==> src/rtl/eth_reg_bus_if_pkg.sv <==
// eth_reg_pkg: shared types and constants for the MAC register bus front-end.
//   FSM state encoding, register byte offsets, data width, bank size limit.
package eth_reg_pkg;

    localparam int ETH_REG_DW   = 32;
    localparam int ETH_MAX_REGS = 64;

    typedef enum logic [1:0] {
        IDLE   = 2'd0,
        ACCESS = 2'd1,
        RESP   = 2'd2
    } state_t;

    localparam logic [7:0] MODER_ADR      = 8'h00;
    localparam logic [7:0] INT_SOURCE_ADR = 8'h04;
    localparam logic [7:0] INT_MASK_ADR   = 8'h08;
    localparam logic [7:0] IPGT_ADR       = 8'h0C;
    localparam logic [7:0] IPGR1_ADR      = 8'h10;
    localparam logic [7:0] IPGR2_ADR      = 8'h14;
    localparam logic [7:0] PACKETLEN_ADR  = 8'h18;
    localparam logic [7:0] COLLCONF_ADR   = 8'h1C;
    localparam logic [7:0] TX_BD_NUM_ADR  = 8'h20;
    localparam logic [7:0] CTRLMODER_ADR  = 8'h24;
    localparam logic [7:0] MIIMODER_ADR   = 8'h28;
    localparam logic [7:0] MIICOMMAND_ADR = 8'h2C;
    localparam logic [7:0] MIIADDRESS_ADR = 8'h30;
    localparam logic [7:0] MIITX_DATA_ADR = 8'h34;
    localparam logic [7:0] MIIRX_DATA_ADR = 8'h38;
    localparam logic [7:0] MIISTATUS_ADR  = 8'h3C;

endpackage

==> src/rtl/eth_reg_bus_if_if.sv <==
// eth_wb_if: Wishbone slave bus bundle for the MAC register file.
//   Request: WbCycI, WbStbI, WbWeI, WbAdrI, WbSelI, WbDatI (master -> slave)
//   Response: WbDatO, WbAckO, WbErrO (slave -> master)
interface eth_wb_if #(
    parameter int ADDR_WIDTH = 8
) ();
    logic                  WbCycI;
    logic                  WbStbI;
    logic                  WbWeI;
    logic [ADDR_WIDTH-1:0] WbAdrI;
    logic [3:0]            WbSelI;
    logic [31:0]           WbDatI;
    logic [31:0]           WbDatO;
    logic                  WbAckO;
    logic                  WbErrO;

    modport slave (
        input  WbCycI, WbStbI, WbWeI, WbAdrI, WbSelI, WbDatI,
        output WbDatO, WbAckO, WbErrO
    );

    modport master (
        output WbCycI, WbStbI, WbWeI, WbAdrI, WbSelI, WbDatI,
        input  WbDatO, WbAckO, WbErrO
    );
endinterface

==> src/rtl/eth_reg_bus_if_decode.sv <==
// eth_reg_decode: combinational byte address -> register index, validity, one-hot select.
//   adr    in   byte address
//   index  out  word index adr[ADDR_WIDTH-1:2]
//   valid  out  word aligned and inside the bank
//   onehot out  one-hot register select, zero when invalid
module eth_reg_decode #(
    parameter int NUM_REGS   = 16,
    parameter int ADDR_WIDTH = 8
) (
    input  logic [ADDR_WIDTH-1:0] adr,
    output logic [ADDR_WIDTH-3:0] index,
    output logic                  valid,
    output logic [NUM_REGS-1:0]   onehot
);
    assign index  = adr[ADDR_WIDTH-1:2];
    assign valid  = (adr[1:0] == 2'b00) && (int'(index) < NUM_REGS);
    assign onehot = valid ? ({{(NUM_REGS-1){1'b0}}, 1'b1} << index) : '0;
endmodule

==> src/rtl/eth_reg_bus_if.sv <==
// eth_reg_bus_if: Wishbone slave front-end of the MAC register bank.
//   Clk, Reset          clock, async active-high reset
//   wb                  Wishbone slave port (request in, data/ack/err out)
//   RegWrite            per-register byte-lane write strobes, one cycle
//   RegRead             per-register read pulse, one cycle
//   RegDataOut          registered write data broadcast to the bank
//   RegDataIn           flattened register outputs, register r at [32r+31:32r]
module eth_reg_bus_if
    import eth_reg_pkg::*;
#(
    parameter int NUM_REGS   = 16,
    parameter int ADDR_WIDTH = 8
) (
    input  logic                           Clk,
    input  logic                           Reset,
    eth_wb_if.slave                        wb,
    output logic [NUM_REGS*4-1:0]          RegWrite,
    output logic [NUM_REGS-1:0]            RegRead,
    output logic [ETH_REG_DW-1:0]          RegDataOut,
    input  logic [NUM_REGS*ETH_REG_DW-1:0] RegDataIn
);
    localparam int IDX_W = ADDR_WIDTH - 2;

    state_t                  state, state_n;
    logic [IDX_W-1:0]        index, idx_q;
    logic                    addr_ok, valid_q, we_q;
    logic [NUM_REGS-1:0]     onehot;
    logic                    accept, req_ok, finish;
    logic [ETH_REG_DW-1:0]   rd_data;
    logic [NUM_REGS*4-1:0]   write_n;
    logic [NUM_REGS-1:0]     read_n;
    logic [ETH_REG_DW-1:0]   data_out_n, dat_n;
    logic                    ack_n, err_n;

    eth_reg_decode #(
        .NUM_REGS   (NUM_REGS),
        .ADDR_WIDTH (ADDR_WIDTH)
    ) u_decode (
        .adr    (wb.WbAdrI),
        .index  (index),
        .valid  (addr_ok),
        .onehot (onehot)
    );

    // Strobes are registered at the accepting edge, so decode works on the live request.
    assign accept = (state == IDLE) && wb.WbCycI && wb.WbStbI;
    assign req_ok = addr_ok && (wb.WbSelI != 4'h0);
    assign finish = (state == ACCESS) && wb.WbCycI;

    always_ff @(posedge Clk or posedge Reset) begin
        if (Reset) begin
            state <= IDLE;
        end else begin
            state <= state_n;
        end
    end

    always_comb begin
        state_n = (state == IDLE)   ? (accept ? ACCESS : IDLE) :
                  (state == ACCESS) ? (wb.WbCycI ? RESP : IDLE) : IDLE;
    end

    always_comb begin
        rd_data = '0;
        for (int r = 0; r < NUM_REGS; r++) begin
            if (idx_q == IDX_W'(r)) rd_data = RegDataIn[r*ETH_REG_DW +: ETH_REG_DW];
        end
    end

    // Next values of the registered outputs; a cancelled access (cycle dropped) yields no response.
    always_comb begin
        write_n    = (accept && req_ok && wb.WbWeI) ? ({{(NUM_REGS*4-4){1'b0}}, wb.WbSelI} << {index, 2'b00}) : '0;
        read_n     = (accept && req_ok && !wb.WbWeI) ? onehot : '0;
        data_out_n = accept ? wb.WbDatI : RegDataOut;
        ack_n      = finish && valid_q;
        err_n      = finish && !valid_q;
        dat_n      = (finish && valid_q && !we_q) ? rd_data : '0;
    end

    always_ff @(posedge Clk or posedge Reset) begin
        if (Reset) begin
            RegWrite   <= '0;
            RegRead    <= '0;
            RegDataOut <= '0;
            wb.WbAckO  <= 1'b0;
            wb.WbErrO  <= 1'b0;
            wb.WbDatO  <= '0;
            idx_q      <= '0;
            valid_q    <= 1'b0;
            we_q       <= 1'b0;
        end else begin
            RegWrite   <= write_n;
            RegRead    <= read_n;
            RegDataOut <= data_out_n;
            wb.WbAckO  <= ack_n;
            wb.WbErrO  <= err_n;
            wb.WbDatO  <= dat_n;
            if (accept) begin
                idx_q   <= index;
                valid_q <= req_ok;
                we_q    <= wb.WbWeI;
            end
        end
    end
endmodule

==> src/flat_wrapper.sv <==
// flat-port wrapper written by rule: the top's interface ports become plain ports
module eth_reg_bus_if_flat import eth_reg_pkg::*;
#(
    parameter int NUM_REGS   = 16,
    parameter int ADDR_WIDTH = 8
)
  (Clk, Reset, RegWrite, RegRead, RegDataOut, RegDataIn, wb_WbCycI, wb_WbStbI, wb_WbWeI, wb_WbAdrI, wb_WbSelI, wb_WbDatI, wb_WbDatO, wb_WbAckO, wb_WbErrO);
  eth_wb_if #(.ADDR_WIDTH(ADDR_WIDTH)) wb_i ();
  input  logic Clk;
  input  logic Reset;
  output logic [NUM_REGS*4-1:0] RegWrite;
  output logic [NUM_REGS-1:0] RegRead;
  output logic [ETH_REG_DW-1:0] RegDataOut;
  input  logic [NUM_REGS*ETH_REG_DW-1:0] RegDataIn;
  input wire logic [$bits(wb_i.WbCycI)-1:0] wb_WbCycI;
  input wire logic [$bits(wb_i.WbStbI)-1:0] wb_WbStbI;
  input wire logic [$bits(wb_i.WbWeI)-1:0] wb_WbWeI;
  input wire logic [$bits(wb_i.WbAdrI)-1:0] wb_WbAdrI;
  input wire logic [$bits(wb_i.WbSelI)-1:0] wb_WbSelI;
  input wire logic [$bits(wb_i.WbDatI)-1:0] wb_WbDatI;
  output wire logic [$bits(wb_i.WbDatO)-1:0] wb_WbDatO;
  output wire logic [$bits(wb_i.WbAckO)-1:0] wb_WbAckO;
  output wire logic [$bits(wb_i.WbErrO)-1:0] wb_WbErrO;
  assign wb_i.WbCycI = wb_WbCycI;
  assign wb_i.WbStbI = wb_WbStbI;
  assign wb_i.WbWeI = wb_WbWeI;
  assign wb_i.WbAdrI = wb_WbAdrI;
  assign wb_i.WbSelI = wb_WbSelI;
  assign wb_i.WbDatI = wb_WbDatI;
  assign wb_WbDatO = wb_i.WbDatO;
  assign wb_WbAckO = wb_i.WbAckO;
  assign wb_WbErrO = wb_i.WbErrO;
  eth_reg_bus_if #(.NUM_REGS(NUM_REGS), .ADDR_WIDTH(ADDR_WIDTH)) u_core (.Clk(Clk), .Reset(Reset), .wb(wb_i), .RegWrite(RegWrite), .RegRead(RegRead), .RegDataOut(RegDataOut), .RegDataIn(RegDataIn));
endmodule
==> config.mk <==
export PLATFORM = sky130hd
export DESIGN_NAME = eth_reg_bus_if_flat
export DESIGN_NICKNAME = d
export VERILOG_FILES = /design/src/rtl/eth_reg_bus_if_pkg.sv /design/src/rtl/eth_reg_bus_if_if.sv /design/src/rtl/eth_reg_bus_if_decode.sv /design/src/rtl/eth_reg_bus_if.sv /design/src/flat_wrapper.sv
export SDC_FILE = /design/constraint.sdc
export NUM_CORES = 1
export LEC_CHECK = 0
export ABC_CLOCK_PERIOD_IN_PS = 15000
export CAP_MARGIN = 20
export CORE_AREA = 2 2 272 274
export DETAILED_ROUTE_END_ITERATION = 10
export DIE_AREA = 0 0 274 276
export SLEW_MARGIN = 20
export SYNTH_ARGS = -nofsm -noshare
export SYNTH_HDL_FRONTEND = slang
export SYNTH_SLANG_ARGS = --single-unit
==> constraint.sdc <==
create_clock -name Clk -period 15 [get_ports Clk]
set_input_delay 3 -clock Clk [delete_from_list [all_inputs] [get_ports Clk]]
set_output_delay 3 -clock Clk [all_outputs]
set_load 0.01 [all_outputs]
==> summary.txt, run 1 <==
Power and ir drop
  • Sequential share of power: 0.327
  • Total power divided by cell area: 81.2 nW/um^2
  • Proportion of power drawn by combinational gates: 0.353
  • Net switching fraction of the power: 0.335
  • Clock power frac: 0.320
  • Peak VDD IR: 0.0650 mV
  • Cell-internal power: 972 uW
  • Net switching power of the design: 490 uW
  • Leakage: 0.00659 uW

Critical path
  • FF-to-FF End: u_core.wb.WbDatO[21]
  • R2r setup slk: 10890 ps
  • WP data required: 15320 ps
  • Buffers plus inverters on the worst setup path: 1
  • Critical path capture point: u_core.wb.WbDatO[21]
  • Cell chain of the critical path: clkdlybuf4s50_1 > mux2i_1 > nor3_1 > a21oi_1 > nand4_1 > a211oi_2 > o21ai_0
  • Largest delay contributor family on the critical path: compound AO/OA/AOI/OAI gates
  • Start of the worst register-to-register path: u_core.idx_q[0]
  • Kind of end point of the critical path: flop
  • Delay of the slowest cell on the worst path: 870 ps
  • Category of the most critical setup path: primary input to flop
  • Maximum fanout encountered on the critical timing path: 1
  • Startpoint of the worst setup timing path: RegDataIn[85]
  • Critical Path AT: 5610 ps
  • Kind of launch point of the worst setup path: primary input
  • Slowest stage cell, crit path: sky130_fd_sc_hd__a21oi_1
  • Logic depth of the worst setup path including buffers: 7
  • Number of cells traversed by the worst register-to-register path: 7

Yosys
  • Average footprint of a synthesized cell: 9.42 um^2
  • Share of async-settable or async-resettable flops after synthesis: 1.00
  • Compound-cell area share of the yosys netlist: 0.242
  • Synth warnings: 0
  • Count of cell types in the netlist: 64
  • Adder-cell share of the synthesized area: 0
  • Multiplexer share of the synthesized area: 0.101
  • Area share of xor/xnor cells in the synthesized design: 0
  • Synthesized-area fraction occupied by and/or/nand/nor cells: 0.181
  • Synthesized netlist cell count: 976
  • Dominant combinational cell family by area after synthesis: compound AO/OA/AOI/OAI gates
  • Dominant register cell in the synthesized netlist: sky130_fd_sc_hd__dfrtp_1
  • Synthesized net count: 1537
  • EDFF count, synth: 0
  • Post-synthesis instance area: 9190 um^2
  • Number of synthesized register bits: 156
  • Sequential-to-total area share from yosys stat: 0.425

Global routing
  • Global-route wire length before repair: 101 mm
  • Number of antenna violations at the first check in global routing: 21
  • Vias in the first global route: 12.4k
  • Total GRT Usage: 0.195
  • Maximum number of pins on one net before global-route repair: 80
  • Grt total ovfl: 0

Floorplan
  • Core Area: 72600 um^2
  • Die height: 276 um
  • Count of boundary I/O pins: 707
  • Initial core utilization: 0.127
  • FP Rows: 99
  • Horiz. Die Dim: 274 um
  • Total die area: 75600 um^2

Finish
  • Fraction of layout instances using a drive strength above 1: 0.0998
  • Fill cell total of the finished layout: 7787
  • Final non-filler cell total: 2636
  • Area growth from synthesis to layout: 96.1%
  • Nets@finish: 2221

Timing
  • Worst Setup Slack, final: 9710 ps
  • Setup TNS: 0 ps
  • Portion of the clock cycle consumed by the worst path in the final layout: 0.353
  • Max-slew headroom at the worst pin: 0.263
  • Count of final max-slew check failures: 0
  • Final count of negative-setup-slack endpoints: 0
  • Post-Route Skew: 21.7 ps
  • Max Clk Rate: 189 MHz
  • Unrepaired setup endpoints after global routing: false
  • Worst hold slack after final layout: 505 ps
  • Actual slew at the worst max-slew pin: 1110 ps
  • Shortest clock period the worst path allows after layout: 5290 ps
  • Count of endpoints failing hold in the final timing report: 0

Route
  • Number of antenna-violating nets in the routed design: 0
  • Detailed-route via count: 12.0k
  • Average via count per standard cell: 4.54
  • Detailed router's first-iteration violation count: 948
  • Number of design rule violations left after detail routing: 0
  • Pre-Repair DR Iteration Count: 6
  • Wire length per cell after detailed routing: 29.0 um
  • Wirelength, routed: 76.5 mm

Placed design
  • Final estimated routing congestion in global placement: 0.929
  • Number of port buffers: 706
  • Total half-perimeter wirelength after legalization and detailed placement: 60.3 mm
  • Number of cells in the design after placement: 2600
  • Post-Place Setup Slack: 9360 ps

CTS
  • Clock tree root driver cell: sky130_fd_sc_hd__clkbuf_16
  • Worst-Skew Late Latency: 470 ps
  • Max Root-Sink Buffers: 2
  • Gates resized, CTS repair: 0
  • Hold_buf cts: 0
  • CTS tree: yes
  • Total clock sinks: 156
  • Clock buffer count from CTS: 17
  • H-Tree Level Count: 4
  • Buffers inserted by post-CTS timing repair: 0
  • Clock-pin slew of the registers on the worst-case setup and hold paths: 70 ps

Status
  • Status: finished, final reports clean

Worst hold path
  • Path class of the lowest-slack min-delay path: flop to flop

Job
  • Number of maximum-capacitance violations: 0
==> through the flow <==
stage                     utilization  cell area [um^2]  total power, uW
after detailed placement        0.240             17400             1000
after global placement          0.240             17400              998
final                           0.248             18000             1460
after global routing            0.248             18000             1530
after floorplan                     -              9190              671
after CTS                       0.248             18000             1480
==> cell usage after synthesis (8+ instances only) <==
cell                         n  area share
sky130_fd_sc_hd__o22ai_1    19       0.013
sky130_fd_sc_hd__a22oi_1   100       0.082
sky130_fd_sc_hd__a22o_1      9      0.0086
sky130_fd_sc_hd__a211oi_1   12      0.0098
sky130_fd_sc_hd__nand2b_1    8      0.0054
sky130_fd_sc_hd__a21oi_1    53       0.029
sky130_fd_sc_hd__nor3_1     18      0.0098
sky130_fd_sc_hd__mux4_2     10       0.025
sky130_fd_sc_hd__a221oi_1   18       0.017
sky130_fd_sc_hd__nand3_1    29       0.016
sky130_fd_sc_hd__nor2_1    150       0.061
sky130_fd_sc_hd__o21ai_0    49       0.027
sky130_fd_sc_hd__mux2_2     47       0.058
sky130_fd_sc_hd__mux2i_1    17       0.019
sky130_fd_sc_hd__buf_4      16       0.013
sky130_fd_sc_hd__dfrtp_1   156        0.42
sky130_fd_sc_hd__clkbuf_1   19      0.0078
sky130_fd_sc_hd__o221ai_1   13       0.012
sky130_fd_sc_hd__nor2b_1    10      0.0068
sky130_fd_sc_hd__nand4_1    17       0.012
sky130_fd_sc_hd__buf_2      32       0.017
sky130_fd_sc_hd__nand2_1    62       0.025
==> cell families after synthesis <==
group,count (synthesis)
DFF,156
AOI/OAI and AO/OA,316
muxes,74
buffers and inverters,86
and+or+nand+nor,344
==> metal layers <==
metal | routed length (um) | GRT usage | vias up
met5 | 113 | 0 | -
met4 | 2490 | 0.0687 | 18
met3 | 7140 | 0.0503 | 134
met2 | 34000 | 0.305 | 836
met1 | 32700 | 0.258 | 5921
li1 | - | - | 5068
==> area by class of cell <==
| class | count | area [um^2] | area share |
|---|---|---|---|
| diodes | 4 | 10.0 | 0.000555 |
| clock buffers | 21 | 450 | 0.0250 |
| clock inverters | 11 | 156 | 0.00868 |
| inverters | 7 | 31.3 | 0.00174 |
| multi-input cells | 734 | 4910 | 0.272 |
| flip-flops and latches | 156 | 3910 | 0.217 |
| well taps | 959 | 1200 | 0.0666 |
| repair buffers | 744 | 7350 | 0.408 |
==> layout by cell type, fill, tap and decap left out, drive strengths merged, types with 4 or more instances in the layout <==
cell / count
clkdlybuf4s50: 706
nor2: 161
dfrtp: 156
a22oi: 100
nand2: 62
a21oi: 53
o21ai: 49
mux2: 47
buf: 38
nand3: 29
clkbuf: 21
o22ai: 19
nor3: 19
a221oi: 18
mux2i: 17
nand4: 17
o221ai: 13
a211oi: 12
inv: 11
mux4: 10
nor2b: 10
a22o: 9
nand2b: 8
and2: 8
a31oi: 7
nor4: 7
a2111oi: 7
and3: 5
o221a: 5
diode: 4
==> sequential cells by signal, summed over array words and instances (netlist names) <==
name,cells
u_core.RegRead,16
u_core.wb.WbAckO,1
u_core.valid_q,1
u_core.idx_q,6
u_core.wb.WbErrO,1
u_core.wb.WbDatO,32
u_core.RegDataOut,32
u_core.we_q,1
u_core.state,2
u_core.RegWrite,64
==> power groups by stage <==
stage	clock network (uW)	logic [uW]	registers, uW
after global placement	0	512	486
after global routing	500	545	482
after detailed placement	0	516	487
final	468	516	478
after CTS	485	518	479
after floorplan	0	201	469
==> worst min path at each step <==
| stage | from | end | slack (ps) | depth (start not counted) |
|---|---|---|---|---|
| after floorplan | u_core.state[0] | u_core.state[1] | 470 | 1 |
| after global routing | u_core.RegDataOut[29] | u_core.RegDataOut[29] | 530 | 1 |
| after detailed placement | u_core.RegDataOut[28] | u_core.RegDataOut[28] | 490 | 1 |
| final | u_core.RegDataOut[28] | u_core.RegDataOut[28] | 510 | 1 |
| after global placement | u_core.state[0] | u_core.state[1] | 490 | 1 |
| after CTS | u_core.RegDataOut[28] | u_core.RegDataOut[28] | 510 | 1 |
==> worst register-to-register path, stage by stage (launching register included) <==
cell	delay, ps
sky130_fd_sc_hd__dfrtp_4	810
sky130_fd_sc_hd__buf_4	680
sky130_fd_sc_hd__or2_2	460
sky130_fd_sc_hd__nor2_4	120
sky130_fd_sc_hd__a21oi_1	890
sky130_fd_sc_hd__nand4_1	220
sky130_fd_sc_hd__a211oi_2	610
sky130_fd_sc_hd__o21ai_0	200
(Power assumes the default switching activity.)
==> inputs of run 2 (changes only) <==
--- a/config.mk
+++ b/config.mk
@@ -5,11 +5,11 @@
 export SDC_FILE = /design/constraint.sdc
 export NUM_CORES = 1
 export LEC_CHECK = 0
-export ABC_CLOCK_PERIOD_IN_PS = 15000
+export ABC_CLOCK_PERIOD_IN_PS = 5300
 export CAP_MARGIN = 20
-export CORE_AREA = 2 2 272 274
+export CORE_AREA = 2 2 275 277
 export DETAILED_ROUTE_END_ITERATION = 10
-export DIE_AREA = 0 0 274 276
+export DIE_AREA = 0 0 277 279
 export SLEW_MARGIN = 20
 export SYNTH_ARGS = -nofsm -noshare
 export SYNTH_HDL_FRONTEND = slang
==> constraint.sdc (replaced) <==
create_clock -name Clk -period 5.3 [get_ports Clk]
set_input_delay 1.06 -clock Clk [delete_from_list [all_inputs] [get_ports Clk]]
set_output_delay 1.06 -clock Clk [all_outputs]
set_load 0.01 [all_outputs]
==> run 2 against run 1 <==
Cell area fell by 0.10%. Cell count rose by 0.30%. Sequential power rose to 2.8 times the previous value. Non-clock buffer count fell by 3. Core utilization fell by 0.52 points. Die area rose by 2.2%. Worst hold slack barely moved. Count of clock-buffer cells in the layout fell by 3. Critical path depth fell by 1. Global-route usage fell by 0.18 points. Clock power rose to 2.8 times the previous value. Critical endpoint is now u_core.wb.WbDatO[12]. Largest cell class unchanged. Highest routed layer unchanged.
==> summary.txt, run 2 (synthesized netlist as in run 1, its figures left out) <==
Timing
  • Portion of the clock cycle consumed by the worst path in the final layout: 0.709
  • Setup TNS: 0 ps (unchanged)
  • Max-slew headroom at the worst pin: 0.240 (-0.0231)
  • Shortest clock period the worst path allows after layout: 3760 ps
  • Actual slew at the worst max-slew pin: 1140 ps (+33.4 ps)
  • Post-Route Skew: 22.2 ps (+0.451 ps)
  • Max Clk Rate: 266 MHz
  • Final count of negative-setup-slack endpoints: 0 (unchanged)
  • Unrepaired setup endpoints after global routing: false
  • Count of final max-slew check failures: 0 (unchanged)
  • Count of endpoints failing hold in the final timing report: 0 (unchanged)

Critical path
  • Cell chain of the critical path: or4b_1 > nor2_4 > a22oi_1 > o21ai_0 > o2111ai_1 > a21oi_1
  • Kind of launch point of the worst setup path: flop
  • Category of the most critical setup path: flop to flop
  • Maximum fanout encountered on the critical timing path: 19 (+18)
  • Kind of end point of the critical path: flop
  • Slowest stage cell, crit path: sky130_fd_sc_hd__or4b_1
  • Delay of the slowest cell on the worst path: 980 ps (+110 ps)
  • WP data required: 5710 ps (-9610 ps)
  • Critical Path AT: 4160 ps (-1450 ps)

Power and ir drop
  • Leakage: 0.00657 uW (-0.21%)
  • Overall power consumption: 4120 uW (+180%)
  • Peak VDD IR: 0.233 mV (+260%)
  • Total power divided by cell area: 229 nW/um^2 (+180%)

Floorplan
  • Total die area: 77300 um^2 (+2.2%)
  • Die height: 279 um (+1.1%)
  • Core Area: 74100 um^2 (+2.0%)
  • FP Rows: 100 (+1.0%)
  • Initial core utilization: 0.124 (-0.00254)
  • Count of boundary I/O pins: 707 (unchanged)
  • Horiz. Die Dim: 277 um (+1.1%)

Global routing
  • Global-route wire length before repair: 102 mm (+1.1%)
  • Maximum number of pins on one net before global-route repair: 89 (+11%)
  • Grt total ovfl: 0 (unchanged)
  • Number of antenna violations at the first check in global routing: 18 (-14%)
  • Total GRT Usage: 0.193 (-0.00178)
  • Vias in the first global route: 12.0k (-3.6%)

Placed design
  • Number of port buffers: 706 (unchanged)
  • Total half-perimeter wirelength after legalization and detailed placement: 61.4 mm (+1.7%)
  • Number of cells in the design after placement: 2607 (+0.27%)
  • Final estimated routing congestion in global placement: 0.873 (-6.0%)
  • Placed cell areas: 17400 um^2 (about the same)

Finish
  • Final Cell Area: 18000 um^2 (-0.10%)
  • Flip-flop count of the largest register, all copies and words added: 64 (unchanged)
  • Leading cell type in the layout, fill and taps excluded: sky130_fd_sc_hd__clkdlybuf4s50_1
  • Fill cell total of the finished layout: 8034 (+3.2%)
  • Largest registers: u_core.RegWrite: 64 flops, u_core.RegDataOut: 32 flops, u_core.wb.WbDatO: 32 flops
  • Largest register by flop count: u_core.RegWrite
  • Area growth from synthesis to layout: 95.8%
  • Commonest non-fill, non-tap cells in the layout: sky130_fd_sc_hd__clkdlybuf4s50_1, sky130_fd_sc_hd__dfrtp_1, sky130_fd_sc_hd__nor2_1, sky130_fd_sc_hd__a22oi_1, sky130_fd_sc_hd__nand2_1
  • Fraction of layout instances using a drive strength above 1: 0.0977 (-0.00216)
  • Final non-filler cell total: 2644 (+0.30%)
  • Nets@finish: 2218 (-0.14%)

Route
  • Wirelength, routed: 77.6 mm (+1.4%)
  • Average via count per standard cell: 4.45 (-2.2%)
  • Detailed router's first-iteration violation count: 1097 (+16%)
  • Number of antenna-violating nets in the routed design: 0 (unchanged)
  • Pre-Repair DR Iteration Count: 5 (-1)
  • Number of design rule violations left after detail routing: 0 (unchanged)
  • Detailed-route via count: 11.8k (-1.9%)
  • Wire length per cell after detailed routing: 29.3 um (+1.1%)

CTS
  • H-Tree Level Count: 4 (unchanged)
  • Worst-Skew Late Latency: 480 ps (about the same)
  • Gates resized, CTS repair: 0 (unchanged)
  • Hold_buf cts: 0 (unchanged)
  • Clock tree root driver cell: sky130_fd_sc_hd__clkbuf_16
  • Buffers inserted by post-CTS timing repair: 0 (unchanged)
  • CTS tree: yes
  • Clock buffer count from CTS: 17 (unchanged)
  • Max Root-Sink Buffers: 2 (unchanged)
  • Total clock sinks: 156 (unchanged)
  • Clock-pin slew of the registers on the worst-case setup and hold paths: 90 ps (+20 ps)

Worst hold path
  • Path class of the lowest-slack min-delay path: flop to flop

Job
  • Number of maximum-capacitance violations: 0 (unchanged)

Status
  • Status: finished, final reports clean
==> run 2: cell count changes in the layout (fill, tap and decap cells not counted), sizes merged <==
cell,delta
diode,+2
inv,+3
bufinv,-1
buf,-3
clkinvlp,-2
clkbuf,-3
clkinv,+2
==> run 2: final timing paths <==
| path | cells past startpoint | startpoint | end | slack [ps] |
|---|---|---|---|---|
| max in group asynchronous | 3 | Reset | u_core.wb.WbDatO[5] | 3170 |
| worst min register to register | 1 | u_core.RegDataOut[6] | u_core.RegDataOut[6] | 510 |
| worst max-delay path | 6 | u_core.idx_q[2] | u_core.wb.WbDatO[12] | 1540 |
| min in group asynchronous | 2 | Reset | u_core.RegDataOut[28] | 1100 |
| worst min-delay path | 1 | u_core.RegDataOut[6] | u_core.RegDataOut[6] | 510 |
| worst max register to register | 6 | u_core.idx_q[2] | u_core.wb.WbDatO[12] | 1540 |
==> run 2: worst max-delay path: cells and delay by family (launching register included) <==
kind            cells  cell delay (ps)
simple gates        2             1890
flops               1              680
compound gates      4             1070
==> run 2: stage by stage <==
step | worst slack (ps) | util | hold WS (ps)
floorplan | 33.5 | - | 474
CTS | 1450 | 0.243 | 510
global placement | 1490 | 0.235 | 488
detailed placement | 1490 | 0.235 | 494
global route | 1300 | 0.243 | 513
finish | 1540 | 0.243 | 505
==> run 2: metal layers <==
metal	wire length, um	track usage	vias up
met3	6600	0.0536	85
met4	1440	0.0478	14
met1	32900	0.250	5837
li1	-	-	5067
met5	99	0	-
met2	36600	0.316	752
==> run 2: final cells by class <==
class	instances	area [um^2]	area share
well taps	969	1210	0.0674
clock inverters	13	153	0.00848
flip-flops and latches	156	3910	0.217
multi-input cells	734	4910	0.273
clock buffers	18	429	0.0238
inverters	7	31.3	0.00174
repair buffers	741	7340	0.408
diodes	6	15.0	0.000834
==> run 2: power breakdown <==
group          internal (uW)  total, uW  leakage, uW  switching (uW)
sequential              1250       1350      0.00209             102
combinational            736       1440      0.00420             705
clock                    705       1330     0.000286             622
